**config.mk**
```make
export PLATFORM = sky130hd
export DESIGN_NAME = blit_engine
export DESIGN_NICKNAME = d
export VERILOG_FILES = /design/src/rtl/blit_engine.sv
export SDC_FILE = /design/constraint.sdc
export NUM_CORES = 1
export LEC_CHECK = 0
export BUFFER_PORTS_ARGS = -buffer_cell sky130_fd_sc_hd__buf_2
export CORE_MARGIN = 8
export CORE_UTILIZATION = 50
export CTS_BUF_LIST = sky130_fd_sc_hd__clkbuf_4 sky130_fd_sc_hd__clkbuf_8 sky130_fd_sc_hd__clkbuf_16
export DETAILED_ROUTE_END_ITERATION = 16
export GPL_ROUTABILITY_DRIVEN = 0
export PLACE_DENSITY_LB_ADDON = 0.1
export SETUP_SLACK_MARGIN = 0.4
export SYNTH_ARGS = -nofsm -noshare
export SYNTH_HDL_FRONTEND = slang
export SYNTH_SLANG_ARGS = --single-unit
```
**constraint.sdc**
```tcl
create_clock -name clk -period 4 [get_ports clk]
set_clock_uncertainty 0.1 [all_clocks]
set_input_delay 0.8 -clock clk [delete_from_list [all_inputs] [get_ports clk]]
set_output_delay 0.8 -clock clk [all_outputs]
set_load 0.01 [all_outputs]
```
**src/rtl/blit_engine.sv**
```systemverilog
// blit_engine: VRAM block-transfer unit. Copies or fills a rectangular region
// of 16-bit words, applying D = (S & ~ANDC) ^ XOR and nibble write masks.
//
// Build option: define BLIT_TRANSP_EN to enable nibble transparency
// (CTRL bit1 / T field). Without it those CTRL bits are ignored.
//
// Ports:
//   clk, reset_n_i              clock, async active-low reset
//   xreg_wr_en_i/num_i/data_i   blitter register writes (shadow set)
//   blit_busy_o, blit_full_o    active-or-queued, queue slot occupied
//   blit_done_intr_o            one-cycle pulse per completed blit
//   blit_vram_sel_o/ack_i       VRAM request / grant handshake
//   blit_wr_o, blit_wr_mask_o   write strobe and nibble enables
//   blit_addr_o, blit_data_o/i  VRAM address and data
//
// state  | meaning
// IDLE   | no active blit
// READ   | source read requested, held until ack
// RDATA  | source word captured from VRAM read data
// WRITE  | destination write requested (skipped when mask is 0)
// NEXT   | advance addresses and word/line down-counters
// DONE   | done pulse; start queued blit if present
module blit_engine (
  input  logic        clk,
  input  logic        reset_n_i,
  input  logic        xreg_wr_en_i,
  input  logic [3:0]  xreg_num_i,
  input  logic [15:0] xreg_data_i,
  output logic        blit_busy_o,
  output logic        blit_full_o,
  output logic        blit_done_intr_o,
  output logic        blit_vram_sel_o,
  input  logic        blit_vram_ack_i,
  output logic        blit_wr_o,
  output logic [3:0]  blit_wr_mask_o,
  output logic [15:0] blit_addr_o,
  input  logic [15:0] blit_data_i,
  output logic [15:0] blit_data_o
);

  typedef enum logic [2:0] {
    ST_IDLE, ST_READ, ST_RDATA, ST_WRITE, ST_NEXT, ST_DONE
  } state_t;

  typedef struct packed {
    logic        s_const;
`ifdef BLIT_TRANSP_EN
    logic        transp;
    logic [3:0]  t;
`endif
    logic [15:0] andc;
    logic [15:0] xorv;
    logic [15:0] src;
    logic [15:0] mod_s;
    logic [15:0] dst;
    logic [15:0] mod_d;
    logic [3:0]  m_first;
    logic [3:0]  m_last;
    logic [15:0] lines;
    logic [15:0] words;
  } cfg_t;

  state_t      state_q, state_d;
  cfg_t        sh_q, sh_d;     // shadow registers
  cfg_t        act_q, act_d;   // active blit; src/dst/lines run as counters
  cfg_t        que_q, que_d;   // queued blit snapshot
  logic        q_full_q, q_full_d;
  logic [15:0] wcnt_q, wcnt_d; // words left in current line
  logic [15:0] s_q, s_d;       // current source word

  logic        req;
  logic        first_word, last_word;
  logic [3:0]  word_mask;
  logic [15:0] word_data;
  logic        launch_q, launch_sh, enqueue, idle_like;

  always_comb begin
    sh_d = sh_q;
    req  = 1'b0;
    if (xreg_wr_en_i) begin
      case (xreg_num_i)
        4'd0: begin
          sh_d.s_const = xreg_data_i[0];
`ifdef BLIT_TRANSP_EN
          sh_d.transp  = xreg_data_i[1];
          sh_d.t       = xreg_data_i[11:8];
`endif
        end
        4'd1:  sh_d.andc  = xreg_data_i;
        4'd2:  sh_d.xorv  = xreg_data_i;
        4'd4:  sh_d.src   = xreg_data_i;
        4'd5:  sh_d.mod_s = xreg_data_i;
        4'd6:  sh_d.dst   = xreg_data_i;
        4'd7:  sh_d.mod_d = xreg_data_i;
        4'd8: begin
          sh_d.m_first = xreg_data_i[15:12];
          sh_d.m_last  = xreg_data_i[11:8];
        end
        4'd9:  sh_d.lines = xreg_data_i;
        4'd10: begin
          sh_d.words = xreg_data_i;
          req        = 1'b1;
        end
        default: ;
      endcase
    end
  end

  always_comb begin
    first_word = (wcnt_q == act_q.words);
    last_word  = (wcnt_q == 16'd0);
    word_mask  = 4'hF;
    if (first_word) word_mask = word_mask & act_q.m_first;
    if (last_word)  word_mask = word_mask & act_q.m_last;
`ifdef BLIT_TRANSP_EN
    if (act_q.transp) begin
      for (int i = 0; i < 4; i++) begin
        if (s_q[4*i +: 4] == act_q.t) word_mask[i] = 1'b0;
      end
    end
`endif
    word_data = (s_q & ~act_q.andc) ^ act_q.xorv;
  end

  always_comb begin
    state_d  = state_q;
    act_d    = act_q;
    que_d    = que_q;
    q_full_d = q_full_q;
    wcnt_d   = wcnt_q;
    s_d      = s_q;
    blit_vram_sel_o  = 1'b0;
    blit_wr_o        = 1'b0;
    blit_wr_mask_o   = 4'h0;
    blit_addr_o      = 16'h0;
    blit_data_o      = 16'h0;
    blit_done_intr_o = 1'b0;

    // DONE with an empty queue behaves as idle: a new request starts directly.
    idle_like = (state_q == ST_IDLE) || ((state_q == ST_DONE) && !q_full_q);
    launch_q  = (state_q == ST_DONE) && q_full_q;
    launch_sh = req && idle_like;
    enqueue   = req && !idle_like && !q_full_q;

    case (state_q)
      ST_IDLE: ;
      ST_READ: begin
        blit_vram_sel_o = 1'b1;
        blit_addr_o     = act_q.src;
        if (blit_vram_ack_i) state_d = ST_RDATA;
      end
      ST_RDATA: begin
        s_d     = blit_data_i;
        state_d = ST_WRITE;
      end
      ST_WRITE: begin
        if (word_mask == 4'h0) begin
          state_d = ST_NEXT;
        end else begin
          blit_vram_sel_o = 1'b1;
          blit_wr_o       = 1'b1;
          blit_addr_o     = act_q.dst;
          blit_data_o     = word_data;
          blit_wr_mask_o  = word_mask;
          if (blit_vram_ack_i) state_d = ST_NEXT;
        end
      end
      ST_NEXT: begin
        if (!act_q.s_const) act_d.src = act_q.src + 16'd1;
        act_d.dst = act_q.dst + 16'd1;
        if (last_word) begin
          if (act_q.lines == 16'd0) begin
            state_d = ST_DONE;
          end else begin
            act_d.lines = act_q.lines - 16'd1;
            wcnt_d      = act_q.words;
            if (!act_q.s_const) act_d.src = act_q.src + 16'd1 + act_q.mod_s;
            act_d.dst   = act_q.dst + 16'd1 + act_q.mod_d;
            state_d     = act_q.s_const ? ST_WRITE : ST_READ;
          end
        end else begin
          wcnt_d  = wcnt_q - 16'd1;
          state_d = act_q.s_const ? ST_WRITE : ST_READ;
        end
      end
      ST_DONE: begin
        blit_done_intr_o = 1'b1;
        state_d          = ST_IDLE;
      end
      default: state_d = ST_IDLE;
    endcase

    if (launch_q) begin
      act_d    = que_q;
      wcnt_d   = que_q.words;
      s_d      = que_q.src;
      state_d  = que_q.s_const ? ST_WRITE : ST_READ;
      q_full_d = 1'b0;
    end else if (launch_sh) begin
      act_d   = sh_d;
      wcnt_d  = sh_d.words;
      s_d     = sh_d.src;
      state_d = sh_d.s_const ? ST_WRITE : ST_READ;
    end
    if (enqueue) begin
      que_d    = sh_d;
      q_full_d = 1'b1;
    end
  end

  assign blit_busy_o = (state_q != ST_IDLE) || q_full_q;
  assign blit_full_o = q_full_q;

  always_ff @(posedge clk or negedge reset_n_i) begin
    if (!reset_n_i) begin
      state_q  <= ST_IDLE;
      sh_q     <= '0;
      act_q    <= '0;
      que_q    <= '0;
      q_full_q <= 1'b0;
      wcnt_q   <= 16'd0;
      s_q      <= 16'd0;
    end else begin
      state_q  <= state_d;
      sh_q     <= sh_d;
      act_q    <= act_d;
      que_q    <= que_d;
      q_full_q <= q_full_d;
      wcnt_q   <= wcnt_d;
      s_q      <= s_d;
    end
  end

endmodule

```
==> flow_summary.yaml, run 1 <==
floorplanning:
  num_rows: 76
  die_height_um: 224
  start_util: 0.504
  core_sq_um: 42900
  dieArea_sq_um: 50100
  fp.dieW_um: 224
  io_pins: 81
pwr:
  ir_worst_vdd_mv: 0.416
  swShare: 0.352
  seq_power_share: 0.419
  p_comb_frac: 0.316
  power.total_uw: 17900
  leakagePower_uw: 0.0119
  power_switching_uw: 6280
  power_density_nw_per_um2: 719
  p_int_uw: 11600
  clockPowerShare: 0.265
logic_synthesis:
  async_flop_share: 1.00
  ys_seq_elements: 447
  synth_cells: 2185
  postSynthAreaPerCell_sq_um: 9.88
  seq_area_frac_synth: 0.518
  synth_edf_count: 0
  syn-num-nets: 2264
  synthFlopType: "dfrtp_1"
  ys_top_cells_by_count: "dfrtp_1, nor2_1, a21oi_1"
  synth_area_leaders: "dfrtp_1, mux2i_1, nor2_1"
  syn_area_sq_um: 21600
  yosysWarnings: 0
  yosysMostFrequentCell: "dfrtp_1"
  yosysTopAreaCell: "dfrtp_1"
  synth.distinct_cells: 75
  netlist.area_leader.share: 0.518
timing:
  maxSlewViolCount: 0
  finalWorstSetupSlack_ns: -0.381
  slew_headroom: 0.406
  finalCriticalPeriod_ns: 4.38
  tightest_slew_ns: 0.881
  hold_viol_final: 0
  grt_setup_unrepaired: "true"
  setup-violations-final: 34
  hold_ws_ns: 0.146
  fmax_mhz: 228
  period_share: 1.10
grt:
  grt_pass1_vias: 16700
  antenna_found_initial: 4
  use_met2: 0.411
  grt_pass1_wl_mm: 99.7
  busiest_layer: "met2"
  grt_use_met3: 0.0357
  track_usage: 0.255
  grtUsageMet1: 0.345
  grt_overflow: 0
  grt_max_degree: 93
worst_setup_path:
  endpoint_kind: "primary output"
  critical_path.startpoint_type: "flop"
  reg2reg_slack_ns: 0.60
  rr_startpoint: "act_q[89]$_DFFE_PN0P_"
  r2r_end: "act_q[103]$_DFFE_PN0P_"
  path_cells: "inv_2 -> ha_4 -> or3b_4 -> or4_4 -> or2_4 -> o21ai_2 -> nand4_1 -> a21oi_2 -> or2_4 -> buf_12 -> inv_8 -> a22o_1 -> buf_2"
  crit_fanout: 9
  cp.depth: 13
  path_common_cell: "or2_4"
  worstRegToRegCells: 14
  cp.arrival_ns: 3.48
  worst-setup-path-type: "flop to primary output"
  cp-startpoint: "wcnt_q[1]$_DFFE_PN0P_"
  slowest_stage: "or4_4"
  slowest_delay_ns: 0.42
  critPathTopFamily: "simple AND/OR/NAND/NOR gates"
  crit_buf_inv: 4
  critPathRequiredTime_ns: 3.10
clock_network:
  cts.reportedPaths.clkPinSlew_ns: 0.06
  clockBufferDepth: 3
  cts_tree: "yes"
  cts_root_buf: "clkbuf_16"
  clock_sinks: 447
  ctsHtreeMaxLevel: 2
  insertion_delay_ns: 0.60
  ctsHoldBuffers: 0
  cts_buffers: 49
routing:
  drtIter0Drc: 1286
  vias_per_cell: 5.86
  antenna_left: 0
  drt_first_pass_iters: 5
  routed_wl_mm: 63.8
  drc_errors: 0
  vias: 16900
  wl_per_cell_um: 22.1
cells_and_area:
  antenna_cells: 0
  seq_area_sq_um: 11200
  syn2layout_area_growth_pct: 15.0
  nNetsFinal: 2336
  stdcell_count: 2883
  final_layout_size_suffix_gt1_frac: 0.160
  multi_input_area_sq_um: 9510
  n_fill_cell: 3648
placed_design:
  hpwl_mm: 41.6
  numPlacedInstances: 2777
  portBuffers: 80
  place_ws_ns: 0.0646
min_path:
  min_path_type: "input pin to asynchronous set/reset pin"
status:
  status: "complete, but fails checks"
  violations: "setup timing"
run:
  cap_viol_max_count: 0
## flip-flops by register name, summed over array words and instances (netlist names), named ones only
name / count
que_q: 137
blit_full_o: 1
wcnt_q: 16
state_q: 3
act_q: 136
s_q: 16
sh_q: 137
## per-stage QoR
step / cell area, sq um / TNS (ns) / utilization
global placement: 22900 / 0 / 0.534
floorplan: 21600 / 0 / -
finish: 24800 / -11.15 / 0.579
detailed placement: 22900 / 0 / 0.534
CTS: 24800 / -11.69 / 0.578
global route: 24800 / -16.16 / 0.579
## area by class of cell
type,count,share of cell area
repair inverters,1,0.000252
flip-flops and latches,447,0.450
inverters,131,0.0202
multi-input cells,1465,0.383
well taps,585,0.0295
clock buffers,69,0.0584
clock inverters,23,0.0101
repair buffers,162,0.0484
## how the worst max path moves through the flow
stage                           end  slack, ns
floorplan           blit_addr_o[11]       0.29
global route         blit_addr_o[9]      -0.53
CTS                  blit_addr_o[9]      -0.39
global placement    blit_vram_sel_o       0.11
finish               blit_addr_o[9]      -0.38
detailed placement  blit_vram_sel_o       0.06
## cells in the final DEF, fill, tap and decap left out, drive strengths merged, types with 57 or more instances in the layout
cell type  netlist  layout
o21ai           93      93
a21oi          218     218
buf             19     162
clkbuf         123      69
nor2           307     307
inv            131     133
mux2i          117     117
dfrtp          447     447
mux2            57      57
nand2          137     137
## worst reg2reg max path, stage by stage, from the launching register on
cell	delay, ns
dfrtp_1	0.49
ha_2	0.31
nand4_1	0.15
nor3_1	0.22
buf_4	0.17
nand3_1	0.09
xnor2_1	0.31
ha_1	0.30
a21o_1	0.18
a21oi_1	0.21
nor2b_1	0.08
o31ai_1	0.31
nand3_1	0.12
mux2i_1	0.18
nor2_1	0.06
## cell families after synthesis
kind of cell,after synthesis,share of synthesized area
flip-flops,447,0.518
AND/OR/NAND/NOR,613,0.125
AO/OA/AOI/OAI,549,0.164
multiplexers,175,0.0850
XOR/XNOR,89,0.0361
buffers and inverters,273,0.0488
adder cells (fa/ha/maj),39,0.0233
## power groups by stage
| stage | Clock, uW | Sequential, uW | Combinational, uW |
|---|---|---|---|
| final | 4730 | 7490 | 5640 |
| after global routing | 4970 | 7670 | 6320 |
| after CTS | 4800 | 7440 | 5620 |
| after detailed placement | 0 | 7500 | 5480 |
| after global placement | 0 | 7450 | 5340 |
| after floorplan | 0 | 7040 | 4150 |
## layer usage
layer  vias to the layer above  part of all wire
li1                       7760                 -
met4                         6             0.043
met2                       496              0.46
met5                         -           0.00069
met1                      8497              0.44
met3                       135             0.051
## what timing repair did
action	4_1_cts	5_1_grt
gates cloned	2	0
setup buffers	9	3
resized for setup	18	17
setup endpoints to repair	39	44
pin swaps	6	10
No activity file was read; power rests on OpenSTA's default activity.
==> run 2: changes to the inputs <==
BUFFER_PORTS_ARGS = unset   (was -buffer_cell sky130_fd_sc_hd__buf_2)
DONT_BUFFER_PORTS = 1   (was unset)
==> run 2 against run 1 <==
The flow finishes with violations (hold timing, slew limit, setup timing). Routed wire length down 0.19%. Via count down 2.5%. Flip-flop and latch count unchanged. Die area unchanged. Sequential share of layout area up 0.66 points. Maximum frequency up 4.4%. Critical path depth down 1. Clock-buffer cell count down 3. Global-route usage down 0.55 points. Sequential power up 0.5%. Total power up 0.14%. Worst hold slack worse by 0.31 ns. Largest power group unchanged.
==> flow_summary.yaml, run 2 (synthesized netlist as in run 1, its figures left out) <==
status:
  status: "complete, but fails checks"
  violations: "hold timing, slew limit, setup timing"
timing:
  maxSlewViolCount: 275
  hold_ws_ns: -0.166
  grt_setup_unrepaired: "true"
  setup-violations-final: 34
  period_share: 1.05
  finalCriticalPeriod_ns: 4.20
  hold_viol_final: 71
  finalWorstSetupSlack_ns: -0.195
  fin_tns_setup_ns: -4.67
  fmax_mhz: 238
  slew_headroom: -0.220
  tightest_slew_ns: 1.83
worst_setup_path:
  endpoint_kind: "primary output"
  cp.arrival_ns: 3.30
  slowest_delay_ns: 0.43
  cp-startpoint: "wcnt_q[0]$_DFFE_PN0P_"
  reg2reg_slack_ns: 0.56
  crit_fanout: 9
  worst-setup-path-type: "flop to primary output"
  crit_path_end: "blit_addr_o[9]"
  slowest_stage: "or4_4"
  critPathRequiredTime_ns: 3.10
  worstRegToRegCells: 13
  path_common_cell: "or2_4"
  r2r_end: "wcnt_q[9]$_DFFE_PN0P_"
  path_cells: "inv_4 -> ha_4 -> or3b_4 -> or4_4 -> or2_4 -> o21ai_2 -> nand4_1 -> a21oi_2 -> or2_4 -> buf_12 -> inv_8 -> a22o_4"
  critical_path.startpoint_type: "flop"
  rr_startpoint: "wcnt_q[0]$_DFFE_PN0P_"
routing:
  vias: 16500
  vias_per_cell: 5.93
  top_layer: "met4"
  antenna_left: 0
  route.met3.wl_mm: 3.81
  drtIter0Drc: 1458
  wl_per_cell_um: 22.9
  routed_wl_mm: 63.7
  wl_met2_mm: 29.9
  routedLengthMet1_mm: 28.0
  drt_first_pass_iters: 5
  drc_errors: 0
clock_network:
  cts_buffers: 48
  cts_tree: "yes"
  insertion_delay_ns: 0.59
  clockBufferDepth: 3
  clock_sinks: 447
  cts.reportedPaths.clkPinSlew_ns: 0.06
  cts_root_buf: "clkbuf_16"
  ctsHtreeMaxLevel: 2
cells_and_area:
  final_core_util: 0.571
  syn2layout_area_growth_pct: 13.4
  stdcell_count: 2779
  final_layout_size_suffix_gt1_frac: 0.130
  n_fill_cell: 3750
  final_cell_mix: "dfrtp_1, nor2_1, a21oi_1"
  nNetsFinal: 2241
  final_common_cell: "dfrtp_1"
  antenna_cells: 0
  top_regs: "que_q: 137 flops, sh_q: 137 flops, act_q: 136 flops"
floorplanning:
  dieArea_sq_um: 50100
  num_rows: 76
  core_sq_um: 42900
  fp.dieW_um: 224
  start_util: 0.504
  die_height_um: 224
  io_pins: 81
grt:
  antenna_found_initial: 4
  grt_pass1_vias: 15700
  grt_overflow: 0
  track_usage: 0.250
  grt_pass1_wl_mm: 97.1
  grt_max_degree: 448
placed_design:
  place_ws_ns: 0.259
  hpwl_mm: 40.8
  portBuffers: 0
  numPlacedInstances: 2685
pwr:
  power_density_nw_per_um2: 730
  leakagePower_uw: 0.0115
  ir_worst_vdd_mv: 0.431
min_path:
  min_path_type: "input pin to asynchronous set/reset pin"
run:
  cap_viol_max_count: 0
==> run 2: changes by cell type in the layout (fill, tap and decap cells not counted), moves of 3 or more <==
cell,previous run,this run
a22o_1,38,32
a22o_4,0,6
buf_12,11,7
buf_2,77,0
buf_4,68,59
buf_6,4,1
bufinv_16,4,8
clkbuf_4,8,5
clkinv_2,12,3
nor2_1,302,284
nor2_4,1,17
==> run 2: worst max-delay path: cells and delay by family (launching register included) <==
family / cells / cell delay [ns]
DFF: 1 / 0.41
buffers and inverters: 3 / 0.24
AOI/OAI and AO/OA: 3 / 0.57
and+or+nand+nor: 5 / 1.36
adders and majority gates: 1 / 0.11
==> run 2: cell type report <==
type | instances | area (sq um) | area share
inverters | 131 | 502 | 0.0205
clock inverters | 16 | 303 | 0.0124
well taps | 585 | 732 | 0.0299
flip-flops and latches | 447 | 11200 | 0.457
clock buffers | 66 | 1440 | 0.0588
repair buffers | 68 | 619 | 0.0253
repair inverters | 1 | 8.76 | 0.000358
multi-input cells | 1465 | 9690 | 0.396
==> run 2: power by group <==
| group | internal (uW) | switching, uW | total [uW] | leakage, uW |
|---|---|---|---|---|
| Combinational | 2480 | 2980 | 5460 | 0.00514 |
| Sequential | 6200 | 1320 | 7530 | 0.00549 |
| Clock | 3020 | 1870 | 4900 | 0.000855 |
| Total | 11700 | 6180 | 17900 | 0.0115 |
==> run 2: how the worst min path moves through the flow <==
| stage | endpoint | startpoint | cells past startpoint | slack (ns) |
|---|---|---|---|---|
| after floorplan | act_q[104]$_DFFE_PN0P_ | que_q[104]$_DFFE_PN0P_ | 2 | 0.35 |
| final | sh_q[47]$_DFF_PN0_ | reset_n_i | 0 | -0.17 |
| after detailed placement | act_q[111]$_DFFE_PN0P_ | que_q[111]$_DFFE_PN0P_ | 2 | 0.37 |
| after CTS | que_q[68]$_DFFE_PN0P_ | reset_n_i | 0 | -0.18 |
| after global placement | act_q[108]$_DFFE_PN0P_ | que_q[108]$_DFFE_PN0P_ | 2 | 0.36 |
| after global routing | sh_q[47]$_DFF_PN0_ | reset_n_i | 0 | -0.19 |
==> run 2: timing repair <==
action / CTS / global route
endpoints found under the setup margin: 37 / 46
cloned: 1 / 1
pin swaps: 4 / 21
resized for setup: 17 / 55
endpoints found under the hold margin: 447 / 447
buffers inserted: 6 / 4
==> run 2: stage by stage <==
| stage | area, sq um | hold slack, ns | power [uW] |
|---|---|---|---|
| 2_1_floorplan | 21600 | 0.351 | 11200 |
| 3_3_place_gp | 22300 | 0.360 | 12500 |
| 3_5_place_dp | 22300 | 0.368 | 12600 |
| 4_1_cts | 24200 | -0.179 | 17700 |
| 5_1_grt | 24500 | -0.193 | 18900 |
| 6_report | 24500 | -0.166 | 17900 |
==> run 2: layer usage <==
layer / track usage / up-vias
met3: 0.0366 / 97
met2: 0.398 / 488
met4: 0.0852 / 0
li1: - / 7565
met1: 0.348 / 8330
met5: 0 / -
